File: config.mk
export PLATFORM = sky130hd
export DESIGN_NAME = phase_freq_estimator
export DESIGN_NICKNAME = d
export VERILOG_FILES = /design/src/rtl/phase_freq_estimator.sv
export SDC_FILE = /design/constraint.sdc
export NUM_CORES = 1
export LEC_CHECK = 0
export CORE_UTILIZATION = 39
export DETAILED_ROUTE_END_ITERATION = 8
export DONT_BUFFER_PORTS = 1
export HOLD_SLACK_MARGIN = 0.08
export SLEW_MARGIN = 40
export SYNTH_ARGS = -nofsm -noshare
export SYNTH_HDL_FRONTEND = slang
export SYNTH_SLANG_ARGS = --single-unit
File: constraint.sdc
create_clock -name i_clk -period 4.48 [get_ports i_clk]
set_input_delay 0.448 -clock i_clk [delete_from_list [all_inputs] [get_ports i_clk]]
set_output_delay 0.448 -clock i_clk [all_outputs]
set_load 0.02 [all_outputs]
File: src/rtl/phase_freq_estimator.sv
// phase_freq_estimator
// Estimates the per-sample phase increment of an incoming phase stream by
// averaging 2^LOG2N consecutive wrap-around phase deltas. The estimate is
// scaled to the PW-bit accumulator of a matching NCO and held until the
// consumer takes it.
//
// Ports
//   i_clk        single clock, rising edge
//   i_reset      synchronous active-high reset
//   i_ce         i_phase carries a valid sample this cycle
//   i_phase      unsigned phase sample, modulo 2^OW
//   i_ready      consumer accepts o_increment (only looked at while holding)
//   o_valid      o_increment / o_overflow hold a new estimate
//   o_increment  estimated increment in PW-bit accumulator units (PW-1 bits)
//   o_overflow   the window contained a delta of half a turn or more
module phase_freq_estimator #(
    parameter int unsigned OW    = 20,
    parameter int unsigned PW    = 32,
    parameter int unsigned LOG2N = 4
) (
    input  logic          i_clk,
    input  logic          i_reset,
    input  logic          i_ce,
    input  logic [OW-1:0] i_phase,
    input  logic          i_ready,
    output logic          o_valid,
    output logic [PW-2:0] o_increment,
    output logic          o_overflow
);

    localparam int unsigned SW = OW + LOG2N;          // delta sum width
    localparam int unsigned SH = PW - OW - LOG2N;     // sum -> accumulator units
    localparam int unsigned CW = (LOG2N > 0) ? LOG2N : 1;
    localparam logic [CW-1:0] CNT_LAST = CW'((1 << LOG2N) - 1);

    typedef enum logic [1:0] {
        S_IDLE  = 2'd0,
        S_ACCUM = 2'd1,
        S_HOLD  = 2'd2
    } state_t;

    state_t          r_state;
    logic [OW-1:0]   r_prev;
    logic [SW-1:0]   r_sum;
    logic [CW-1:0]   r_cnt;
    logic            r_sticky;
    logic            r_valid;
    logic [PW-2:0]   r_inc;
    logic            r_ovf;

    state_t          w_state;
    logic [OW-1:0]   w_prev;
    logic [SW-1:0]   w_sum;
    logic [CW-1:0]   w_cnt;
    logic            w_sticky;
    logic            w_valid;
    logic [PW-2:0]   w_inc;
    logic            w_ovf;

    logic [OW-1:0]   w_delta;
    logic [SW-1:0]   w_final_sum;
    logic            w_final_ovf;
    logic [PW-2:0]   w_est;

    // Modulo-2^OW subtraction gives the wrap-correct unsigned delta.
    always_comb begin
        w_delta     = i_phase - r_prev;
        w_final_sum = r_sum + SW'(w_delta);
        w_final_ovf = r_sticky | w_delta[OW-1];
        w_est       = (PW-1)'(PW'(w_final_sum) << SH);
    end

    // State register and all datapath/output registers.
    always_ff @(posedge i_clk) begin
        if (i_reset) begin
            r_state  <= S_IDLE;
            r_prev   <= '0;
            r_sum    <= '0;
            r_cnt    <= '0;
            r_sticky <= 1'b0;
            r_valid  <= 1'b0;
            r_inc    <= '0;
            r_ovf    <= 1'b0;
        end else begin
            r_state  <= w_state;
            r_prev   <= w_prev;
            r_sum    <= w_sum;
            r_cnt    <= w_cnt;
            r_sticky <= w_sticky;
            r_valid  <= w_valid;
            r_inc    <= w_inc;
            r_ovf    <= w_ovf;
        end
    end

    // Next-state and next-register logic.
    always_comb begin
        w_state  = r_state;
        w_prev   = r_prev;
        w_sum    = r_sum;
        w_cnt    = r_cnt;
        w_sticky = r_sticky;
        w_valid  = r_valid;
        w_inc    = r_inc;
        w_ovf    = r_ovf;

        unique case (r_state)
            S_IDLE: begin
                // First sample only primes the previous phase.
                if (i_ce) begin
                    w_prev  = i_phase;
                    w_state = S_ACCUM;
                end
            end

            S_ACCUM: begin
                if (i_ce) begin
                    w_prev = i_phase;
                    if (r_cnt == CNT_LAST) begin
                        // Window complete: present estimate, restart the window.
                        w_valid  = 1'b1;
                        w_ovf    = w_final_ovf;
                        w_inc    = w_final_ovf ? '1 : w_est;
                        w_sum    = '0;
                        w_cnt    = '0;
                        w_sticky = 1'b0;
                        w_state  = S_HOLD;
                    end else begin
                        w_sum    = w_final_sum;
                        w_cnt    = r_cnt + CW'(1);
                        w_sticky = w_final_ovf;
                    end
                end
            end

            S_HOLD: begin
                // Samples keep prev_phase current but are not accumulated.
                if (i_ce) begin
                    w_prev = i_phase;
                end
                if (i_ready) begin
                    w_valid = 1'b0;
                    w_cnt   = '0;
                    w_state = S_ACCUM;
                end
            end

            default: begin
                w_state = S_IDLE;
            end
        endcase
    end

    assign o_valid     = r_valid;
    assign o_increment = r_inc;
    assign o_overflow  = r_ovf;

endmodule

* After elaboration in Yosys (flattened, before gate mapping)
Index checks and enable logic that the tools add are counted.
Operators by class: add/sub/neg operators 3, eq/ne operators 7, muxes and demuxes 16, bitwise logic cells 1, reduce and logical (&&, ||, !) cells 9
Operators with widths (count):
- $mux W31 | 1
- $add A24 B20 Y24 | 1
- $mux W24 | 1
- $sub A20 B20 Y20 | 1
- $mux W4 | 3
- $mux W2 | 4
- $ne A2 B2 Y1 const B | 4
- $pmux W4 S2 | 1
- $reduce_and A4 Y1 | 2
- $pmux W2 S3 | 1
- $reduce_and A3 Y1 | 2
- $add A4 B1 Y4 const B | 1
- $eq A4 B4 Y1 const B | 1
- $mux W1 | 4
- $reduce_and A2 Y1 | 2
- $reduce_or A3 Y1 | 1
- $eq A2 B1 Y1 const B | 1
- $eq A2 B2 Y1 const B | 1
- $logic_not A2 Y1 | 1
- $pmux W1 S2 | 1
- $reduce_bool A2 Y1 | 1
- $or A1 B1 Y1 | 1
Word-level totals: register bits 84, input port bits 24, output and inout bits 33, word-level logic and storage cells 44

* Longest topological paths before layout
Gate-level depths: netlist of run 1.
depth after elaboration 4, depth in mapped cells 20, depth with buffers taken out 19

* Least setup slack after synthesis of run 1
No wires, ideal clock.
path type input port to flip-flop, from input port i_phase[0], to register r_inc[30] (netlist: o_increment[30]), arrival 3885 ps, required time 4400 ps, setup slack 514 ps, cell stages on the path 19, buffers on the path 1, cell sequence inv_1 -> ha_1 -> inv_1 -> fa_1 -> a211oi_1 -> o21bai_1 -> a21oi_1 -> o21bai_1 -> a211oi_1 -> o31ai_1 -> a21oi_1 -> xnor2_1 -> ha_1 -> clkbuf_1 -> nand3_1 -> a2111oi_0 -> o311ai_2 -> xor2_1 -> a211oi_2
On the way: cells in the longest elaborated chain, start to end 3, elaborated cells on any way between the ends 4, those cells by class add/sub (2); mux (1); bitwise (1)
RTL lines:
- from (decl) | RTL line 24 | input logic [OW-1:0] i_phase,
- $sub A20 B20 Y20 * | RTL line 67 | w_delta = i_phase - r_prev;
- $add A24 B20 Y24 or $or A1 B1 Y1 (tied branches) | RTL line 68, 69
- $mux W31 * | RTL line 123 | w_inc = w_final_ovf ? '1 : w_est;
- to (signal assigned) | RTL line 91 | r_inc <= w_inc;
- to (decl) | RTL line 48 | logic [PW-2:0] r_inc;
Mark *: on every way between the ends. The rest lies on a longest branch, timed or not. A chain may end at the register's enable or synchronous reset.

* Final worst setup path of run 1
from register r_prev[0], to register r_inc[30] (netlist: o_increment[30])
On the way: cells in the longest elaborated chain, start to end 3, elaborated cells on any way between the ends 4, those cells by class add/sub (2); mux (1); bitwise (1)
RTL lines:
- from (decl) | RTL line 43 | logic [OW-1:0] r_prev;
- from (signal assigned) | RTL line 86 | r_prev <= w_prev;
- $sub A20 B20 Y20 * | RTL line 67
- $add A24 B20 Y24 or $or A1 B1 Y1 (tied branches) | RTL line 68, 69
- $mux W31 * | RTL line 123
Marks and branches as above.

==> impl_metrics.tcl, run 1 <==
set metrics [dict create \
    cts_buffers 9 \
    switching_share_pct 32.0 \
    p_seq_share_pct 34.0 \
    viasPerCell 5.41 \
    crit_type "reg -> reg" \
    grt_max_degree 78 \
    start_util_pct 40.5 \
    crit_family "compound AO/OA/AOI/OAI gates" \
    yosysWarnings 0 \
    ant_nets 0 \
    pwr_density_cell_mw_per_mm2 388 \
    setup_viol 0 \
    vdd_drop_max_mv 0.179 \
    cp_cell_sequence "ha_1, inv_1, fa_1, a211oi_1, o21bai_1, a21oi_2, o21bai_1, a211oi_2, nor2_1, xnor2_1, ha_1, nand2_1, nor2_2, nand3_1, a2111oi_2, o311ai_2, xor2_1, a211oi_2" \
    hold_class "in -> reg" \
    cts_max_level 3 \
    startpoint_type "register" \
    root_buffer "clkbuf_16" \
    critical_path_arrival_ps 4400 \
    core_area_mm2 0.0122 \
    yosys.cell_types.count 56 \
    met3_length_um 408 \
    vias 4171 \
    clockBufferDepth 2 \
    path_max_fanout 6 \
    clkPwrFrac_pct 38.7 \
    maxSlewViolCount 0 \
    synth_top_area_share_pct 30.3 \
    power_mw 2.09 \
    netlist.top_cell.by_area "dfxtp_1" \
    post-cts-setup-buffer-count 0 \
    fin_ws_ps 352 \
    ys.flop_type "dfxtp_1" \
    die_width_um 115 \
    initialDrtViolationCount 225 \
    dp_slack_ps -61.9 \
    final_cells 771 \
    fin_crit_ps 4130 \
    fillers 1276 \
    clk_pin_slew_ps 60 \
    wirelength_mm 11.8 \
    fmax_mhz 242 \
    clock-skew-final_ps 7.17 \
    placed_cell_area_mm2 0.00502 \
    rows 40 \
    cp_num_cells 18 \
    synthArstFlopShare_pct 0 \
    end_kind "register" \
    status "finished, final reports clean" \
    die_area_mm2 0.0131 \
    first_pass_iters 4 \
    design_area_mm2 0.00540 \
    hold_depth 1 \
    final-seq-area_mm2 0.00151 \
    max-cap-violations 0 \
    grt_pass1_vias 4009 \
    rsz0062_at_grt "no" \
    dp.cells 755 \
    synth.area.top_cells "dfxtp_1, ha_1, nand2_1" \
    multi_input_area_mm2 0.00319 \
    ys_seq_elements 75 \
    layout-drive-gt1-share_pct 10.3 \
    gp_congestion 0.917 \
    synth_seq_area_share_pct 30.3 \
    wl_met1_mm 5.54 \
    power.leakage_nw 2.08 \
    detail_route.wl_per_cell_um 15.3 \
    grt_pass1_wl_mm 19.7 \
    drc_errors 0 \
    reg2reg_depth 18 \
    antenna_found_initial 0 \
    timing.final.crit_share_pct 92.1 \
    io-pin-count 57 \
    worst_slew_pin_slew_ps 806 \
    worstSkewPairLatency_ps 350 \
    fin_nets 666 \
    synth-edff-count 0 \
    gr-total-overflow 0 \
    hold_ws_ps 156 \
    cts_sinks 75 \
    port_buffers 0 \
    synthToLayoutAreaGrowth_pct 9.08 \
    fp.dieH_um 115 \
    p_comb_share_pct 27.4 \
    cp.required_ps 4750 \
    track_usage_pct 19.2 \
    antenna-diode-count 0 \
    crit_buf_inv 1 \
    hpwl_mm 8.55 \
    cts_tree "built" \
    switchingPower_uw 669 \
    slowest_stage "fa_1" \
    wl_met2_mm 5.59 \
    slowest_delay_ps 420 \
    syn-cell-area_mm2 0.00495 \
    highest_layer "met4" \
    postSynthCellCount 617 \
    internal_power_mw 1.42 \
    hold_viol_final 0 \
    slew_headroom_pct 46.3 \
    syn_area_per_cell_um2 8.02 \
    rrSetupSlack_ps 350 \
    syn-num-nets 685 \
]
==> layout by cell type, fill, tap and decap left out, types with 12 or more instances in the layout <==
| cell type | n |
|---|---|
| ha_1 | 42 |
| nand2_1 | 83 |
| a211oi_2 | 23 |
| nand3_1 | 15 |
| nor2b_1 | 15 |
| inv_1 | 39 |
| xor2_1 | 12 |
| dfxtp_1 | 74 |
| a21oi_1 | 59 |
| xnor2_1 | 23 |
| o21ai_0 | 27 |
| nor2_1 | 59 |
| a21o_1 | 12 |
==> state kept, by name, indices dropped and copies added, names as in the netlist <==
register	count
o_increment	24
o_valid	1
r_cnt	4
r_prev	20
r_state	2
r_sticky	1
r_sum	23
==> synthesized netlist by cell type, types with 2 or more instances <==
cell type  count
ha_1          42
xor2_1        12
and3_1         5
o21a_1         5
a311oi_1       2
dfxtp_1       75
nand4_1        8
nand3_1       15
a31oi_1        5
clkbuf_1      21
a2bb2oi_1      2
a211oi_2      20
a21oi_1       60
nor2b_1       15
nor2_1        61
nor3_1         3
fa_1           2
buf_6          2
nand2_1       83
and2_1         2
o21ai_0       27
a22oi_1        3
nand2b_1       5
xnor2_1       23
or2_2          4
nand3b_1       3
or3_1          6
o21bai_1       9
buf_4          9
a21o_1        12
o211ai_1       5
a211oi_1       9
inv_1         39
==> power by group through the flow <==
stage / logic [mW] / registers (mW) / clock network [mW]
2_1_floorplan: 0.454 / 0.722 / 0
3_3_place_gp: 0.544 / 0.726 / 0
3_5_place_dp: 0.553 / 0.726 / 0
4_1_cts: 0.559 / 0.711 / 0.824
5_1_grt: 0.640 / 0.714 / 0.853
6_report: 0.572 / 0.711 / 0.809
==> repair_timing <==
action                                  CTS  global route
resized for setup                         0            10
hold buffers                              0             0
endpoints found under the setup margin    0             9
==> cell type report <==
cell class                 instances  share of cell area [%]
clock inverter                     6                    1.62
inverter                          39                    2.71
timing repair buffer               2                   0.278
tap                              168                    3.90
sequential                        75                    27.9
multi-input combinational        471                    59.2
clock buffer                      10                    4.43
==> cells by family (layout without fill, tap and decap cells) <==
kind of cell,count (synthesis),after routing,synth area share (%)
AO/OA/AOI/OAI,174,174,25.3
XOR/XNOR,35,35,6.20
adder cells (fa/ha/maj),44,44,11.4
buffers and inverters,71,57,6.37
flip-flops,75,75,30.3
multiplexers,2,2,0.480
AND/OR/NAND/NOR,216,216,19.9
==> stage by stage <==
step / utilization, % / setup TNS [ps]
after detailed placement: 41.1 / -61.9
after global placement: 41.1 / 0
after floorplan: - / 0
after global routing: 44.2 / 0
final: 44.2 / 0
after CTS: 43.8 / 0
==> path summary, 6_finish.rpt <==
path                                  endpoint                    from
setup / recovery  o_increment[30]$_SDFFE_PP0P_  r_prev[0]$_SDFFE_PP0P_
hold / removal    o_increment[26]$_SDFFE_PP0P_                 i_reset
setup reg to reg  o_increment[30]$_SDFFE_PP0P_  r_prev[0]$_SDFFE_PP0P_
hold reg to reg         r_prev[8]$_SDFFE_PP0P_  r_prev[8]$_SDFFE_PP0P_
==> layer usage <==
| metal | up-vias | GRT usage [%] |
|---|---|---|
| li1 | 2108 | - |
| met1 | 1990 | 23.8 |
| met2 | 56 | 32.4 |
| met3 | 17 | 4.55 |
| met4 | 0 | 6.75 |
| met5 | - | 0 |
(Power assumes the default switching activity.)
==> run 2, diff against run 1 <==
ABC_AREA = 1   (was default)
==> run 2 against run 1 <==
Sequential power is essentially flat. Core utilization shrank 0.29 points. Largest cell class unchanged. Critical path type unchanged. Final cell count grew 28%. Fmax grew 16%. Critical endpoint is now o_increment[27]$_SDFFE_PP0P_. Clock power grew 14%.
==> impl_metrics.tcl, run 2 <==
set metrics [dict create \
    hold_viol_final 0 \
    clk_pin_slew_ps 60 \
    initialDrtViolationCount 231 \
    grt_pass1_wl_mm 22.7 \
    min_to "r_sum[3]$_SDFFE_PP0P_" \
    worstSkewPairLatency_ps 350 \
    yosysWarnings 0 \
    slowest_delay_ps 460 \
    syn-num-nets 889 \
    ant_nets 0 \
    cp.required_ps 4720 \
    setup-tns-final_ps 0 \
    holdBufCountCts 0 \
    antenna_found_initial 0 \
    syn_area_per_cell_um2 6.62 \
    maxSlewViolCount 0 \
    utilization_pct 43.9 \
    grt_pass1_vias 4677 \
    crit_type "reg -> reg" \
    viasPerCell 5.02 \
    pwr_density_cell_mw_per_mm2 400 \
    clockBufferDepth 2 \
    crit_family "compound AO/OA/AOI/OAI gates" \
    die_width_um 120 \
    clock-skew-final_ps 6.45 \
    path_max_fanout 8 \
    end_kind "register" \
    die_area_mm2 0.0144 \
    timing.final.crit_share_pct 79.5 \
    p_comb_share_pct 30.8 \
    slowest_stage "fa_1" \
    cts_max_level 3 \
    internal_power_mw 1.56 \
    synth_common_cells "nand2_1, inv_1, a21oi_1" \
    wirelength_mm 13.5 \
    dp.cells 968 \
    post-cts-setup-buffer-count 0 \
    rrSetupSlack_ps 920 \
    gr-total-overflow 0 \
    cts_buffers 9 \
    switchingPower_uw 794 \
    netlist.top_cell.by_area "dfxtp_1" \
    final_cell_mix "nand2_1, inv_1, a21oi_1, nor2_1, dfxtp_1" \
    hold_ws_ps 171 \
    hpwl_mm 10.4 \
    vias 4935 \
    fp.dieH_um 120 \
    cts_tree "built" \
    hold_class "in -> reg" \
    root_buffer "clkbuf_16" \
    syn-cell-area_mm2 0.00544 \
    synth_seq_area_share_pct 27.6 \
    slew_headroom_pct 52.2 \
    cts_sinks 75 \
    layout-drive-gt1-share_pct 7.67 \
    largest_reg_flops 24 \
    synthArstFlopShare_pct 0 \
    vdd_drop_max_mv 0.206 \
    critical_path_arrival_ps 3800 \
    port_buffers 0 \
    yosysMostFrequentCell "nand2_1" \
    min_from "i_reset" \
    fin_nets 871 \
    startpoint_type "register" \
    final_cells 984 \
    drc_errors 0 \
    power_mw 2.35 \
    track_usage_pct 20.1 \
    antenna-diode-count 0 \
    synthToLayoutAreaGrowth_pct 8.24 \
    hold_depth 1 \
    yosys.cell_types.count 39 \
    fin_crit_ps 3560 \
    max-cap-violations 0 \
    p_seq_share_pct 30.2 \
    ys.flop_type "dfxtp_1" \
    final_common_cell "nand2_1" \
    power.leakage_nw 2.69 \
    worst_slew_pin_slew_ps 716 \
    ys_seq_elements 75 \
    path_common_cell "nand2_1" \
    fmax_mhz 281 \
    switching_share_pct 33.7 \
    rows 42 \
    worstReg2RegEnd "o_increment[27]$_SDFFE_PP0P_" \
    synth_top_area_share_pct 27.6 \
    setup_viol 0 \
    reg2reg_from "r_prev[0]$_SDFFE_PP0P_" \
    rsz0062_at_grt "no" \
    status "finished, final reports clean" \
    postSynthCellCount 821 \
    core_area_mm2 0.0134 \
    detail_route.wl_per_cell_um 13.7 \
    clkPwrFrac_pct 39.0 \
    gp_congestion 0.933 \
    io-pin-count 57 \
    crit_buf_inv 1 \
    reg2reg_depth 17 \
    cp_cell_sequence "ha_1, inv_1, fa_1, nand3_1, nand2_1, a21boi_0, o2111ai_1, xor2_1, ha_1, a21oi_1, o21ai_0, a21oi_1, nand3_1, nand2_1, nand2_1, nor2_1, nor2_1" \
    synth.area.top_cells "dfxtp_1, nand2_1, ha_1" \
    synth-edff-count 0 \
    cts-resized-gates 0 \
    grt_max_degree 42 \
    first_pass_iters 5 \
    start_util_pct 40.6 \
]
-- run 2: final cells by class --
| cell class | instances | area (µm²) |
|---|---|---|
| clock buffers | 12 | 256 |
| clock inverters | 4 | 120 |
| fillers | 1416 | 7520 |
| inverters | 99 | 372 |
| multi-input cells | 617 | 3400 |
| flip-flops and latches | 75 | 1510 |
| well taps | 176 | 220 |
| repair buffers | 1 | 7.51 |
-- run 2: worst max path at each step --
stage / start / endpoint / slack (ps) / depth (start not counted)
after global routing: r_prev[0]$_SDFFE_PP0P_ / o_increment[27]$_SDFFE_PP0P_ / 610 / 17
after floorplan: i_phase[0] / r_sum[19]$_SDFFE_PP0P_ / 1260 / 18
final: r_prev[0]$_SDFFE_PP0P_ / o_increment[27]$_SDFFE_PP0P_ / 920 / 17
after detailed placement: i_phase[0] / o_increment[27]$_SDFFE_PP0P_ / 690 / 18
after CTS: r_prev[0]$_SDFFE_PP0P_ / o_increment[27]$_SDFFE_PP0P_ / 900 / 17
after global placement: i_phase[0] / o_increment[27]$_SDFFE_PP0P_ / 710 / 18
-- run 2: cells by family after synthesis --
| kind of cell | synth area share [%] |
|---|---|
| buffers and inverters | 9.83 |
| AND/OR/NAND/NOR | 32.6 |
| adder cells (fa/ha/maj) | 10.4 |
| AO/OA/AOI/OAI | 14.8 |
| XOR/XNOR | 4.67 |
| flip-flops | 27.6 |
-- run 2: power groups by stage --
stage	clock network (mW)	registers, mW	logic [mW]
after floorplan	0	0.722	0.563
after global placement	0	0.725	0.723
after detailed placement	0	0.725	0.718
after CTS	0.936	0.710	0.722
after global routing	0.968	0.714	0.825
final	0.919	0.711	0.725
-- run 2: per-stage QoR --
| step | area, µm² | setup WS [ps] |
|---|---|---|
| after floorplan | 5440 | 1260 |
| after global placement | 5500 | 713 |
| after detailed placement | 5510 | 690 |
| after CTS | 5880 | 897 |
| after global routing | 5880 | 612 |
| final | 5880 | 918 |
-- run 2: per-layer routing --
metal	GRT usage [%]	wire length (µm)	vias to the layer above
met5	0	0	-
met3	4.33	632	13
met4	6.33	197	0
met1	27.5	6880	2194
met2	31.1	5790	102
li1	-	-	2626
==> run 3, diff against run 2 <==
clock period = 3.2 ns   (was 4.48 ns; I/O delays follow)
==> run 3 against run 2 <==
Count of clock-buffer cells in the layout decreased by 2. Power is 51% higher. Largest power group is now combinational cells. Clock power up 25%. Critical endpoint is now o_increment[30]$_SDFFE_PP0P_. Fmax grew 17%. Register-to-register slack lost 750 ps. Via count up 5.3%. Non-clock buffer count up 61. Critical path type unchanged.
==> impl_metrics.tcl, run 3 (synthesis gave the netlist of run 2 again) <==
set metrics [dict create \
    crit_start "r_prev[12]$_SDFFE_PP0P_" \
    fmax_mhz 330 \
    end_kind "register" \
    multi_input_area_mm2 0.00384 \
    grt_max_degree 39 \
    clockBufferDepth 2 \
    initialDrtViolationCount 201 \
    gr-total-overflow 0 \
    grt_pass1_vias 4923 \
    placed_cell_area_mm2 0.00593 \
    critical_path_arrival_ps 3290 \
    internal_power_mw 2.29 \
    fillers 1365 \
    worstSkewPairLatency_ps 360 \
    p_seq_share_pct 28.0 \
    core_area_mm2 0.0134 \
    path_max_fanout 5 \
    hold_ws_ps 107 \
    cp.required_ps 3450 \
    clk_pin_slew_ps 70 \
    antenna_found_initial 0 \
    port_buffers 0 \
    fp.dieH_um 120 \
    switchingPower_mw 1.27 \
    slew_headroom_pct 65.1 \
    start_util_pct 40.6 \
    final-seq-area_mm2 0.00151 \
    startpoint_type "register" \
    fin_crit_ps 3030 \
    status "finished, final reports clean" \
    grt_pass1_wl_mm 23.3 \
    switching_share_pct 35.8 \
    power.leakage_nw 3.02 \
    synthToLayoutAreaGrowth_pct 24.3 \
    viasPerCell 4.97 \
    die_width_um 120 \
    layout-drive-gt1-share_pct 23.8 \
    gp_congestion 0.905 \
    vdd_drop_max_mv 0.371 \
    power_mw 3.56 \
    rows 42 \
    io-pin-count 57 \
    root_buffer "clkbuf_16" \
    track_usage_pct 20.8 \
    cts_sinks 75 \
    detail_route.wl_per_cell_um 14.0 \
    hold_viol_final 0 \
    wirelength_mm 14.6 \
    rsz0062_at_grt "yes" \
    vias 5197 \
    max-cap-violations 0 \
    setup-tns-final_ps 0 \
    largest_reg_flops 24 \
    hpwl_mm 10.8 \
    cts_max_level 3 \
    cts_buffers 9 \
    pwr_density_cell_mw_per_mm2 527 \
    die_area_mm2 0.0144 \
    maxSlewViolCount 0 \
    timing.final.crit_share_pct 94.8 \
    ant_nets 0 \
    drc_errors 0 \
    utilization_pct 50.4 \
    worst_slew_pin_slew_ps 523 \
    final_cell_mix "nand2_1, inv_1, dfxtp_1, nor2_1, buf_4" \
    p_comb_share_pct 39.7 \
    design_area_mm2 0.00676 \
    antenna-diode-count 0 \
    fin_nets 932 \
    hold_class "in -> reg" \
    cts_tree "built" \
    final_common_cell "nand2_1" \
    reg2reg_from "r_prev[12]$_SDFFE_PP0P_" \
    min_from "i_reset" \
    setup_viol 0 \
    clkPwrFrac_pct 32.3 \
    clock-skew-final_ps 13.1 \
    first_pass_iters 5 \
    crit_type "reg -> reg" \
]
run 3: cell types whose count changed in the layout (fill, tap and decap cells not counted), sizes merged:
cell / before / now
buf: 1 / 62
bufinv: 4 / 2
clkbuf: 12 / 10
clkinv: 1 / 4
clkinvlp: 0 / 1
run 3: worst paths after layout:
kind / slack [ps] / depth (start not counted) / end
min reg2reg: 450 / 2 / r_prev[15]$_SDFFE_PP0P_
min: 110 / 3 / o_increment[22]$_SDFFE_PP0P_
max reg2reg: 170 / 17 / o_increment[30]$_SDFFE_PP0P_
max: 170 / 17 / o_increment[30]$_SDFFE_PP0P_
run 3: through the flow:
step,instances,worst slack [ps]
CTS,1042,21.0
floorplan,821,105
detailed placement,1025,-148
finish,1045,166
global route,1045,-69.1
global placement,1025,-49.0
run 3: worst max-delay path, cell delays in order (launching register included):
cell      delay [ps]
dfxtp_1          290
inv_1             60
ha_2             310
nand2_2          130
inv_2             60
nand2_1           60
nand3_1          140
a211oi_2         230
nand3_1          170
xor2_2           200
ha_2             400
nand4_1          160
nor3_2           200
nand3_2          140
nand4_1          120
nand2_1           60
nor2_1           130
nor2_1            60
run 3: cell type report:
cell class / instances / area share (%)
multi-input combinational: 617 / 56.8
sequential: 75 / 22.3
timing repair buffer: 62 / 7.19
inverter: 99 / 5.50
clock buffer: 10 / 3.70
tap: 176 / 3.26
clock inverter: 6 / 1.28
run 3: what timing repair did:
action                                  CTS  global route
gates resized for setup                   1           103
buffers inserted                          0             3
hold buffers                              1             0
hold endpoints to repair                 28             0
pin swaps                                 0            31
endpoints found under the setup margin    4            28
run 3: routing by layer:
layer / part of all wire [%] / wire length, µm / track usage (%) / vias up
met1: 48 / 7070 / 26.8 / 2328
met3: 4.2 / 619 / 5.56 / 21
met5: 0 / 0 / 0 / -
li1: - / - / - / 2741
met2: 45 / 6610 / 32.7 / 107
met4: 2.1 / 308 / 8.28 / 0
run 3: power by group through the flow:
stage	registers [mW]	clock network [mW]	logic (mW)
after floorplan	1.01	0	0.788
after global placement	1.01	0	1.21
after detailed placement	1.02	0	1.21
after CTS	0.995	1.17	1.23
after global routing	1.00	1.21	1.56
final	0.996	1.15	1.41
